$ cat config.mk
export PLATFORM = sky130hd
export DESIGN_NAME = phoenix_local_tx
export DESIGN_NICKNAME = d
export VERILOG_FILES = /design/src/rtl/phoenix_local_tx.sv
export SDC_FILE = /design/constraint.sdc
export NUM_CORES = 1
export LEC_CHECK = 0
export BUFFER_PORTS_ARGS = -buffer_cell sky130_fd_sc_hd__buf_4
export CAP_MARGIN = 20
export CORE_MARGIN = 10
export CORE_UTILIZATION = 48
export DETAILED_ROUTE_END_ITERATION = 7
export PLACE_DENSITY = 0.72
export SETUP_SLACK_MARGIN = 0.2
export SLEW_MARGIN = 20
export SYNTH_ARGS = -nofsm -noshare
export SYNTH_HDL_FRONTEND = slang
export SYNTH_SLANG_ARGS = --single-unit
$ cat constraint.sdc
create_clock -name clock -period 3.3 [get_ports clock]
set_input_delay 0.66 -clock clock [delete_from_list [all_inputs] [get_ports clock]]
set_output_delay 0.66 -clock clock [all_outputs]
set_load 0.005 [all_outputs]
$ cat src/rtl/phoenix_local_tx.sv
// phoenix_local_tx
//   Transmit end of the credit-based link between a processing element and
//   the LOCAL input port of its Phoenix router. Payload flits written by the
//   core are queued in a small FIFO. On request, a packet is serialised as
//   the header (target), the size (length), then `length` payload flits.
//
// Ports
//   clock      in   system clock, rising-edge
//   reset      in   asynchronous, active-low reset
//   req        in   packet send request (honoured only while not busy)
//   target     in   header flit, latched on request acceptance
//   length     in   payload flit count, latched on request acceptance
//   busy       out  packet in progress
//   done       out  one-cycle pulse after the final transfer of a packet
//   wr_en      in   payload FIFO write strobe
//   wr_data    in   payload flit
//   full       out  payload FIFO full
//   tx         out  flit valid toward the router
//   data_out   out  flit toward the router (zero when tx is low)
//   credit_i   in   router has space; transfer on edge with tx & credit_i
//   clock_tx   out  forwarded link clock
module phoenix_local_tx #(
    parameter int unsigned TAM_FLIT   = 16,
    parameter int unsigned FIFO_DEPTH = 4
) (
    input  logic                clock,
    input  logic                reset,
    input  logic                req,
    input  logic [TAM_FLIT-1:0] target,
    input  logic [TAM_FLIT-1:0] length,
    output logic                busy,
    output logic                done,
    input  logic                wr_en,
    input  logic [TAM_FLIT-1:0] wr_data,
    output logic                full,
    output logic                tx,
    output logic [TAM_FLIT-1:0] data_out,
    input  logic                credit_i,
    output logic                clock_tx
);

    localparam int unsigned AW = $clog2(FIFO_DEPTH);

    typedef enum logic [1:0] {
        S_IDLE,
        S_HEADER,
        S_SIZE,
        S_PAYLOAD
    } state_e;

    state_e                state_q, state_d;
    logic [TAM_FLIT-1:0]   tgt_q, tgt_d;
    logic [TAM_FLIT-1:0]   len_q, len_d;
    logic [TAM_FLIT-1:0]   rem_q, rem_d;
    logic                  done_q, done_d;
    logic                  tx_q, tx_d;
    logic [TAM_FLIT-1:0]   data_q, data_d;

    logic [TAM_FLIT-1:0]   mem_q [FIFO_DEPTH];
    logic [AW:0]           wptr_q, wptr_d;
    logic [AW:0]           rptr_q, rptr_d;

    logic                  full_w;
    logic                  empty_d;
    logic                  push;
    logic                  pop;
    logic                  xfer;
    logic [TAM_FLIT-1:0]   head_d;

    // Full when the index bits match but the wrap bits differ.
    assign full_w = (wptr_q[AW-1:0] == rptr_q[AW-1:0]) && (wptr_q[AW] != rptr_q[AW]);

    always_comb begin
        xfer   = tx_q && credit_i;
        push   = wr_en && !full_w;
        pop    = xfer && (state_q == S_PAYLOAD);
        wptr_d = wptr_q + {{AW{1'b0}}, push};
        rptr_d = rptr_q + {{AW{1'b0}}, pop};

        state_d = state_q;
        tgt_d   = tgt_q;
        len_d   = len_q;
        rem_d   = rem_q;
        done_d  = 1'b0;

        case (state_q)
            S_IDLE: begin
                if (req) begin
                    state_d = S_HEADER;
                    tgt_d   = target;
                    len_d   = length;
                    rem_d   = length;
                end
            end
            S_HEADER: begin
                if (xfer) state_d = S_SIZE;
            end
            S_SIZE: begin
                if (xfer) begin
                    if (rem_q == '0) begin
                        state_d = S_IDLE;
                        done_d  = 1'b1;
                    end else begin
                        state_d = S_PAYLOAD;
                    end
                end
            end
            S_PAYLOAD: begin
                if (pop) begin
                    rem_d = rem_q - TAM_FLIT'(1);
                    if (rem_q == TAM_FLIT'(1)) begin
                        state_d = S_IDLE;
                        done_d  = 1'b1;
                    end
                end
            end
            default: state_d = S_IDLE;
        endcase

        // tx/data_out are registered, so they are computed from the
        // post-edge FSM state and FIFO pointers. When the write lands in
        // the slot that becomes the head, the head is the incoming flit.
        empty_d = (wptr_d == rptr_d);
        head_d  = (push && (rptr_d == wptr_q)) ? wr_data : mem_q[rptr_d[AW-1:0]];

        tx_d   = 1'b0;
        data_d = '0;
        case (state_d)
            S_HEADER: begin
                tx_d   = 1'b1;
                data_d = tgt_d;
            end
            S_SIZE: begin
                tx_d   = 1'b1;
                data_d = len_d;
            end
            S_PAYLOAD: begin
                if (!empty_d) begin
                    tx_d   = 1'b1;
                    data_d = head_d;
                end
            end
            default: begin
                tx_d   = 1'b0;
                data_d = '0;
            end
        endcase
    end

    always_ff @(posedge clock or negedge reset) begin
        if (!reset) begin
            state_q <= S_IDLE;
            tgt_q   <= '0;
            len_q   <= '0;
            rem_q   <= '0;
            done_q  <= 1'b0;
            tx_q    <= 1'b0;
            data_q  <= '0;
            wptr_q  <= '0;
            rptr_q  <= '0;
        end else begin
            state_q <= state_d;
            tgt_q   <= tgt_d;
            len_q   <= len_d;
            rem_q   <= rem_d;
            done_q  <= done_d;
            tx_q    <= tx_d;
            data_q  <= data_d;
            wptr_q  <= wptr_d;
            rptr_q  <= rptr_d;
        end
    end

    // Storage needs no reset: the pointers define which entries are valid.
    always_ff @(posedge clock) begin
        if (push) mem_q[wptr_q[AW-1:0]] <= wr_data;
    end

    assign busy     = (state_q != S_IDLE);
    assign done     = done_q;
    assign full     = full_w;
    assign tx       = tx_q;
    assign data_out = data_q;
    assign clock_tx = clock;

endmodule

==> After elaboration in Yosys (flattened, before gate mapping) <==
Memory sizes are Yosys's and may differ from the RTL's.
Index checks and enable logic that the tools add are counted.
{ "word_totals": {"in_bits": 53, "elab_cells": 64, "mem_count": 1, "mem_bits_rw": 64, "register_bits": 74} }
{ "op_classes": {"addsub": 3, "n_reduce_logical": 12, "eq_ne": 13, "muxes": 26} }
{ "mem_list": {"columns": ["memory", "depth", "width", "read_ports", "rd_clocked_by_memory_dff", "write_ports", "line_no", "rtl"], "rows": [
  ["mem_q", 4, 16, 1, 0, 1, "59", "logic [TAM_FLIT-1:0] mem_q [FIFO_DEPTH];"]
]} }
{ "op_table": {"columns": ["cell", "n"], "rows": [
  ["$mux 16", 8],
  ["$pmux 16 s3", 1],
  ["$pmux 16 s2", 1],
  ["$eq 16x1->1 const B", 1],
  ["$logic_not 16->1", 1],
  ["$sub 16x1->16 const B", 1],
  ["$mux 2", 6],
  ["$eq 2x2->1 const B", 4],
  ["$pmux 2 s4", 1],
  ["$mux 1", 7],
  ["$add 3x1->3", 2],
  ["$eq 3x3->1", 2],
  ["$logic_and 1x1->1", 5],
  ["$eq 2x1->1 const B", 2],
  ["$ne 2x2->1 const B", 2],
  ["$pmux 1 s2", 2],
  ["$reduce_bool 2->1", 2],
  ["$reduce_and 3->1", 1],
  ["$eq 2x2->1", 1],
  ["$logic_not 2->1", 1],
  ["$reduce_or 2->1", 1],
  ["$logic_not 1->1", 1],
  ["$ne 1x1->1", 1]
]} }

==> Longest topological paths before layout <==
Gate-level depths: netlist of run 1.
{ "logic_depth": {"ltp_word": 8, "depth_mapped": 12} }

==> reports/summary.log, run 1 <==
INFO  global_routing gr-total-overflow=0
INFO  sta            maxSlewHeadroom=36.3%
INFO  worst_setup_path slowest_stage=sky130_fd_sc_hd__dfrtp_1
INFO  route          dr_total_vias=4,390
INFO  synthesis      synth-edff-count=64
INFO  sta            layout_min_cycle_time=2.89ns
INFO  floorplan      die-area=18,200squm
INFO  worst_setup_path cp_data_required_time=3.67ns
INFO  cells_and_area layout_commonest_cell=sky130_fd_sc_hd__buf_4
INFO  worst_setup_path crit_path_end_kind=flop
INFO  worst_hold_path hold_class=in -> async
INFO  worst_setup_path cpLargestDelayFamily=simple AND/OR/NAND/NOR gates
INFO  cells_and_area layout.cells.most_common_list=sky130_fd_sc_hd__buf_4 (95), sky130_fd_sc_hd__dfrtp_1 (74), sky130_fd_sc_hd__edfxtp_1 (64)
INFO  global_routing wire_length_of_the_first_global_routing_pass=24,500um
INFO  cts            cts_setup_buffers=0
INFO  sta            clock_skew=0.00786ns
INFO  sta            tightest_slew=0.955ns
INFO  place          place_inst=684
INFO  cts            clock_tree_from_tritoncts=yes
INFO  worst_setup_path critical_path_class=reg -> reg
INFO  synthesis      postSynthNetCount=519
INFO  route          route.detailed.drc=0
INFO  sta            hold_violations=0
INFO  synthesis      synth_area=6350squm
INFO  route          finalWirelength=15,500um
INFO  worst_setup_path critPathLaunchType=flop
INFO  floorplan      floorplan_die_width=135um
INFO  synthesis      synthesis.yosys.warnings=0
INFO  synthesis      syn_area_per_cell=14.0squm
INFO  global_routing antenna_found_initial=0
INFO  route          drt-initial-drc-count=464
INFO  cts            worst_setup_hold_path_clk_slew=0.06ns
INFO  global_routing grt_pass1_vias=4,570
INFO  sta            achievable-frequency=346MHz
INFO  sta            period_share=87.5%
INFO  cells_and_area layout-drive-gt1-share=33.6%
INFO  place          place_worst_setup_slack=0.437ns
INFO  synthesis      synth_top_flop_cell=sky130_fd_sc_hd__dfrtp_1
INFO  cells_and_area num_antenna_cells=0
INFO  worst_setup_path max_stage_delay=0.46ns
INFO  synthesis      yosys.cell_types.count=56
INFO  global_routing grt.total_usage=17.5%
INFO  worst_setup_path worstPathBufferInverterCount=1
INFO  place          port_buf_inserts=73
INFO  sta            finalWorstSetupSlack=0.414ns
INFO  sta            setup_viol=0
INFO  worst_setup_path worst-endpoint-arrival=3.26ns
INFO  route          wl_per_cell=21.5um
INFO  power          powerDensity=1050nW/um^2
INFO  floorplan      coreArea=12,800squm
INFO  sta            totalNegativeSetupSlack=0ns
INFO  worst_setup_path cp_max_fo=27
INFO  synthesis      seq_area_frac_synth=59.4%
INFO  job            cap_violations=0
INFO  cells_and_area finish.net_count=599
INFO  floorplan      ioPinCount=74
INFO  power          total_power=8.12mW
INFO  worst_setup_path worst_path_cell_chain=nor3_1, nand4bb_1, nor4_2, or3_1, ha_1, buf_4, and3b_1, o2111ai_1, o221ai_1
INFO  outcome        run_status=complete, no violations
INFO  sta            grt_setup_unrepaired=false
INFO  synthesis      synthesis.instances=454
INFO  synthesis      synth_seq_cells=138
INFO  cells_and_area final_cell_count_no_fill=719
INFO  cts            postCtsHoldBufs=0
INFO  route          count_of_nets_left_with_antenna_violations_after_detail_routing=0
INFO  place          detailedPlacementHpwl=10,700um
INFO  cells_and_area synthToLayoutAreaGrowth=21.9%
INFO  route          routed_via_density=6.11
INFO  cts            clk_latency=0.54ns
INFO  synthesis      synth_async_sr_flop_share=53.6%
INFO  power          leakage=3.01nW
INFO  route          first_pass_detailed_route_iteration_total=5
INFO  sta            final-max-slew-violation-count=0
INFO  floorplan      initial_core_util=49.7%
INFO  power          power.ir.vdd_worst=639uV
INFO  floorplan      die_y=135um
INFO  floorplan      rows=41
INFO  place          gpl.final_weighted_congestion=0.879
INFO  global_routing grt_max_degree=75
INFO  cts            cts_repair_resize_count=0
[final cells by class]
class                   instances  area (sq um)
flip-flops and latches        138          3770
inverters                       5          18.8
repair buffers                 94           706
clock buffers                  21           508
well taps                     172           215
multi-input cells             274          2400
fillers                       971          5040
clock inverters                15           118
[through the flow]
stage | cell area (sq um) | utilization, % | hold WS [ns]
floorplan | 6350 | - | 0.364
global route | 7740 | 60.6 | 0.319
finish | 7740 | 60.6 | 0.263
CTS | 7730 | 60.5 | 0.307
detailed placement | 7110 | 55.7 | 0.487
global placement | 7110 | 55.7 | 0.480
[routing by layer]
layer,part of all wire [%],up-vias,global-route usage [%],routed length (um)
met2,50,178,28.5,7700
li1,-,1976,-,-
met1,41,2195,21.0,6320
met3,7.0,41,6.16,1090
met4,2.3,0,6.40,348
met5,0,-,0,0
[power by group]
group          total (mW)  switching [mW]  internal [mW]  leakage, nW
combinational        3.41            1.90           1.51         1.24
sequential           2.79           0.331           2.46         1.46
clock                1.92           0.782           1.14        0.302
[worst reg2reg max path: cells and delay by family (launching register included)]
kind	cells	cell delay (ns)
simple gates	5	1.48
fa+ha+maj	1	0.19
flops	1	0.46
compound gates	2	0.31
buf+inv	1	0.29
[flip-flops by register name, indices dropped and copies added (netlist names)]
name,count
tgt_q,16
len_q,16
rem_q,16
data_out,16
wptr_q,3
done,1
mem_q,64
rptr_q,3
state_q,2
tx,1
[final timing paths]
kind,end,cells past startpoint,start,slack (ns)
worst max-delay path,data_out[8],9,rem_q[8],0.41
worst min-delay path,len_q[4],1,reset,0.26
worst max register to register,data_out[8],9,rem_q[8],0.41
worst min register to register,len_q[11],1,len_q[11],0.50
max in group asynchronous,tgt_q[10],1,reset,2.41
min in group clock,mem_q[0][5],1,wr_data[5],0.33
[logic make-up (layout without fill, tap and decap cells)]
group / after synthesis / after routing / synth area share, %
AOI/OAI and AO/OA: 119 / 119 / 14.0
xor gates and xnor gates: 11 / 11 / 1.75
adders and majority gates: 12 / 12 / 2.36
buffers and inverters: 42 / 135 / 3.17
DFF: 138 / 138 / 59.4
muxes: 49 / 49 / 11.5
and+or+nand+nor: 83 / 83 / 7.80
[Yosys cell counts (4+ instances only)]
library cell / n / area (sq um)
sky130_fd_sc_hd__o211ai_1: 17 / 128
sky130_fd_sc_hd__nand3_1: 4 / 20.0
sky130_fd_sc_hd__o22ai_1: 5 / 31.3
sky130_fd_sc_hd__clkbuf_1: 16 / 60.1
sky130_fd_sc_hd__mux4_2: 16 / 360
sky130_fd_sc_hd__and2_1: 7 / 43.8
sky130_fd_sc_hd__ha_1: 12 / 150
sky130_fd_sc_hd__nor2_1: 7 / 26.3
sky130_fd_sc_hd__nand2_1: 18 / 67.6
sky130_fd_sc_hd__or4_1: 4 / 30.0
sky130_fd_sc_hd__inv_1: 5 / 18.8
sky130_fd_sc_hd__mux2_2: 32 / 360
sky130_fd_sc_hd__o221ai_1: 16 / 140
sky130_fd_sc_hd__nor4_1: 5 / 31.3
sky130_fd_sc_hd__edfxtp_1: 64 / 1920
sky130_fd_sc_hd__xor2_1: 7 / 61.3
sky130_fd_sc_hd__nand4_1: 4 / 25.0
sky130_fd_sc_hd__dfrtp_1: 74 / 1850
sky130_fd_sc_hd__a22oi_1: 21 / 158
sky130_fd_sc_hd__buf_2: 14 / 70.1
sky130_fd_sc_hd__nor3_1: 8 / 40.0
sky130_fd_sc_hd__o21ai_0: 13 / 65.1
sky130_fd_sc_hd__a21oi_1: 12 / 60.1
sky130_fd_sc_hd__and3b_1: 12 / 105
sky130_fd_sc_hd__o2111ai_1: 16 / 140
No activity file was read; power rests on OpenSTA's default activity.
==> run 2, diff against run 1 <==
--- a/config.mk
+++ b/config.mk
@@ -8,9 +8,9 @@
 export BUFFER_PORTS_ARGS = -buffer_cell sky130_fd_sc_hd__buf_4
 export CAP_MARGIN = 20
 export CORE_MARGIN = 10
-export CORE_UTILIZATION = 48
+export CORE_UTILIZATION = 40
 export DETAILED_ROUTE_END_ITERATION = 7
-export PLACE_DENSITY = 0.72
+export PLACE_DENSITY = 0.62
 export SETUP_SLACK_MARGIN = 0.2
 export SLEW_MARGIN = 20
 export SYNTH_ARGS = -nofsm -noshare
==> run 2 against run 1 <==
Effect of this change:
- sequential cell count stayed put
- worst hold slack gained 0.026 ns
- via count is 1.6% lower
- combinational power is essentially flat
- clock power grew 15%
- register-to-register slack better by 0.09 ns
- largest power group unchanged
- first-iteration DRC count down 44%
- critical path type unchanged
==> reports/summary.log, run 2 (synthesis gave the netlist of run 1 again) <==
INFO  power          powerDensity=1060nW/um^2 [was 1050 nW/um^2]
INFO  sta            final-max-slew-violation-count=0 [unchanged]
INFO  route          route.detailed.drc=0 [unchanged]
INFO  cts            cts_setup_buffers=0 [unchanged]
INFO  job            cap_violations=0 [unchanged]
INFO  global_routing gr-total-overflow=0 [unchanged]
INFO  global_routing wire_length_of_the_first_global_routing_pass=25,000um [was 24,500 um]
INFO  floorplan      rows=45 [was 41]
INFO  worst_setup_path max_stage_delay=0.45ns [was 0.46 ns]
INFO  floorplan      die-area=21,300squm [was 18,200 sq um]
INFO  cells_and_area num_antenna_cells=0 [unchanged]
INFO  global_routing grt.total_usage=14.9% [was 17.5%]
INFO  power          leakage=3.07nW [was 3.01 nW]
INFO  sta            maxSlewHeadroom=30.1% [was 36.3%]
INFO  global_routing grt_pass1_vias=4,462 [was 4,570]
INFO  cells_and_area layout.cells.most_common_list=sky130_fd_sc_hd__buf_4 (96), sky130_fd_sc_hd__dfrtp_1 (74), sky130_fd_sc_hd__edfxtp_1 (64) [was sky130_fd_sc_hd__buf_4 (95), sky130_fd_sc_hd__dfrtp_1 (74), sky130_fd_sc_hd__edfxtp_1 (64)]
INFO  sta            setup_viol=0 [unchanged]
INFO  sta            grt_setup_unrepaired=false [unchanged]
INFO  worst_setup_path critPathLaunchType=flop [unchanged]
INFO  place          port_buf_inserts=73 [unchanged]
INFO  worst_setup_path r2r_setup_slack=0.50ns [was 0.41 ns]
INFO  worst_setup_path cpLargestDelayFamily=simple AND/OR/NAND/NOR gates [unchanged]
INFO  sta            totalNegativeSetupSlack=0ns [unchanged]
INFO  sta            period_share=84.9% [was 87.5%]
INFO  place          gpl.final_weighted_congestion=0.896 [was 0.879]
INFO  sta            achievable-frequency=357MHz [was 346 MHz]
INFO  route          routed_via_density=5.68 [was 6.11]
INFO  worst_setup_path worstPathBufferInverterCount=1 [unchanged]
INFO  worst_setup_path reg2reg_start=rem_q[8] [unchanged]
INFO  route          dr_total_vias=4,320 [was 4,390]
INFO  route          wl_per_cell=20.5um [was 21.5 um]
INFO  outcome        run_status=complete, no violations [unchanged]
INFO  worst_setup_path critical_path_class=reg -> reg [unchanged]
INFO  worst_setup_path worst-endpoint-arrival=3.17ns [was 3.26 ns]
INFO  worst_setup_path crit_path_end_kind=flop [unchanged]
INFO  route          finalWirelength=15,600um [was 15,500 um]
INFO  sta            tightest_slew=1.04ns [was 0.955 ns]
INFO  sta            hold_violations=0 [unchanged]
INFO  cells_and_area post-route-cell-area=7890squm [was 7740 sq um]
INFO  global_routing grt_max_degree=75 [unchanged]
INFO  route          drt-initial-drc-count=259 [was 464]
INFO  sta            clock_skew=0.00869ns [was 0.00786 ns]
INFO  sta            layout_min_cycle_time=2.80ns [was 2.89 ns]
INFO  power          power.ir.vdd_worst=701uV [was 639 uV]
INFO  place          placed_area=7190squm [was 7110 sq um]
INFO  cts            clk_latency=0.53ns [was 0.54 ns]
INFO  worst_setup_path cp_max_fo=20 [was 27]
INFO  cts            cts_repair_resize_count=0 [unchanged]
INFO  cts            worst_setup_hold_path_clk_slew=0.06ns [about the same]
INFO  cells_and_area layout_commonest_cell=sky130_fd_sc_hd__buf_4 [unchanged]
INFO  worst_setup_path crit_start=rem_q[8] [unchanged]
INFO  cells_and_area synthToLayoutAreaGrowth=24.2% [was 21.9%]
INFO  worst_hold_path hold_class=in -> async [unchanged]
INFO  cts            postCtsHoldBufs=0 [unchanged]
INFO  worst_setup_path slowest_stage=sky130_fd_sc_hd__dfrtp_1 [unchanged]
INFO  route          first_pass_detailed_route_iteration_total=4 [was 5]
INFO  worst_setup_path cp_data_required_time=3.67ns [about the same]
INFO  place          detailedPlacementHpwl=11,000um [was 10,700 um]
INFO  cts            clock_tree_from_tritoncts=yes [unchanged]
INFO  route          count_of_nets_left_with_antenna_violations_after_detail_routing=0 [unchanged]
INFO  floorplan      floorplan_die_width=146um [was 135 um]
INFO  floorplan      coreArea=15,400squm [was 12,800 sq um]
INFO  global_routing antenna_found_initial=0 [unchanged]
INFO  cells_and_area final_standard_cell_utilization_of_the_core=51.3% [was 60.6%]
INFO  floorplan      die_y=146um [was 135 um]
INFO  floorplan      initial_core_util=41.3% [was 49.7%]
INFO  sta            finalWorstSetupSlack=0.499ns [was 0.414 ns]
INFO  cells_and_area finish.net_count=601 [was 599]
INFO  cells_and_area layout-drive-gt1-share=33.5% [was 33.6%]
INFO  place          place_worst_setup_slack=0.442ns [was 0.437 ns]
INFO  worst_setup_path worst_path_cell_chain=nor3_1, nand4bb_1, nor4_1, or3_1, ha_1, buf_4, and3b_1, o2111ai_1, o221ai_1 [was nor3_1, nand4bb_1, nor4_2, or3_1, ha_1, buf_4, and3b_1, o2111ai_1, o221ai_1]
INFO  cells_and_area largest_register_ff_count=64 [unchanged]
INFO  floorplan      ioPinCount=74 [unchanged]
## run 2: changes by cell type in the layout (fill, tap and decap cells not counted)
| cell | change |
|---|---|
| sky130_fd_sc_hd__bufinv_16 | +4 |
| sky130_fd_sc_hd__clkinvlp_4 | -3 |
| sky130_fd_sc_hd__clkbuf_1 | +2 |
| sky130_fd_sc_hd__buf_12 | +1 |
| sky130_fd_sc_hd__buf_4 | +1 |
| sky130_fd_sc_hd__clkinv_1 | -1 |
| sky130_fd_sc_hd__inv_6 | -1 |
| sky130_fd_sc_hd__inv_8 | -1 |
| sky130_fd_sc_hd__nor4_1 | +1 |
| sky130_fd_sc_hd__nor4_2 | -1 |
## run 2: final timing paths
path                                     to  depth (start not counted)
worst max-delay path            data_out[8]                          9
worst min register to register     len_q[7]                          1
worst max register to register  data_out[8]                          9
max in group asynchronous          rem_q[9]                          1
worst min-delay path              rem_q[12]                          1
min in group clock              mem_q[1][3]                          1
## run 2: through the flow
stage / power (mW) / std cells / hold WS, ns
final: 8.38 / 760 / 0.289
after floorplan: 5.14 / 454 / 0.364
after CTS: 8.45 / 760 / 0.315
after detailed placement: 6.23 / 725 / 0.486
after global routing: 8.89 / 760 / 0.329
after global placement: 6.14 / 725 / 0.481
## run 2: final cells by class
| type | count | area [sq um] |
|---|---|---|
| well taps | 211 | 264 |
| multi-input cells | 274 | 2390 |
| fillers | 1325 | 7480 |
| flip-flops and latches | 138 | 3770 |
| clock buffers | 23 | 515 |
| inverters | 5 | 18.8 |
| clock inverters | 13 | 191 |
| repair buffers | 96 | 733 |
## run 2: power by group
| part | leakage [nW] | internal, mW | switching (mW) | total [mW] |
|---|---|---|---|---|
| Combinational | 1.26 | 1.51 | 1.89 | 3.40 |
| Clock | 0.348 | 1.44 | 0.765 | 2.21 |
| Sequential | 1.46 | 2.46 | 0.320 | 2.78 |
| Total | 3.07 | 5.41 | 2.97 | 8.38 |
## run 2: routing by layer
metal  up-vias  part of all wire, %  GRT usage (%)
met5         -                    0              0
met2       127                   49           22.5
met4         0                 0.98           4.70
met1      2194                   45           19.5
met3        14                  5.1           5.18
li1       1985                    -              -
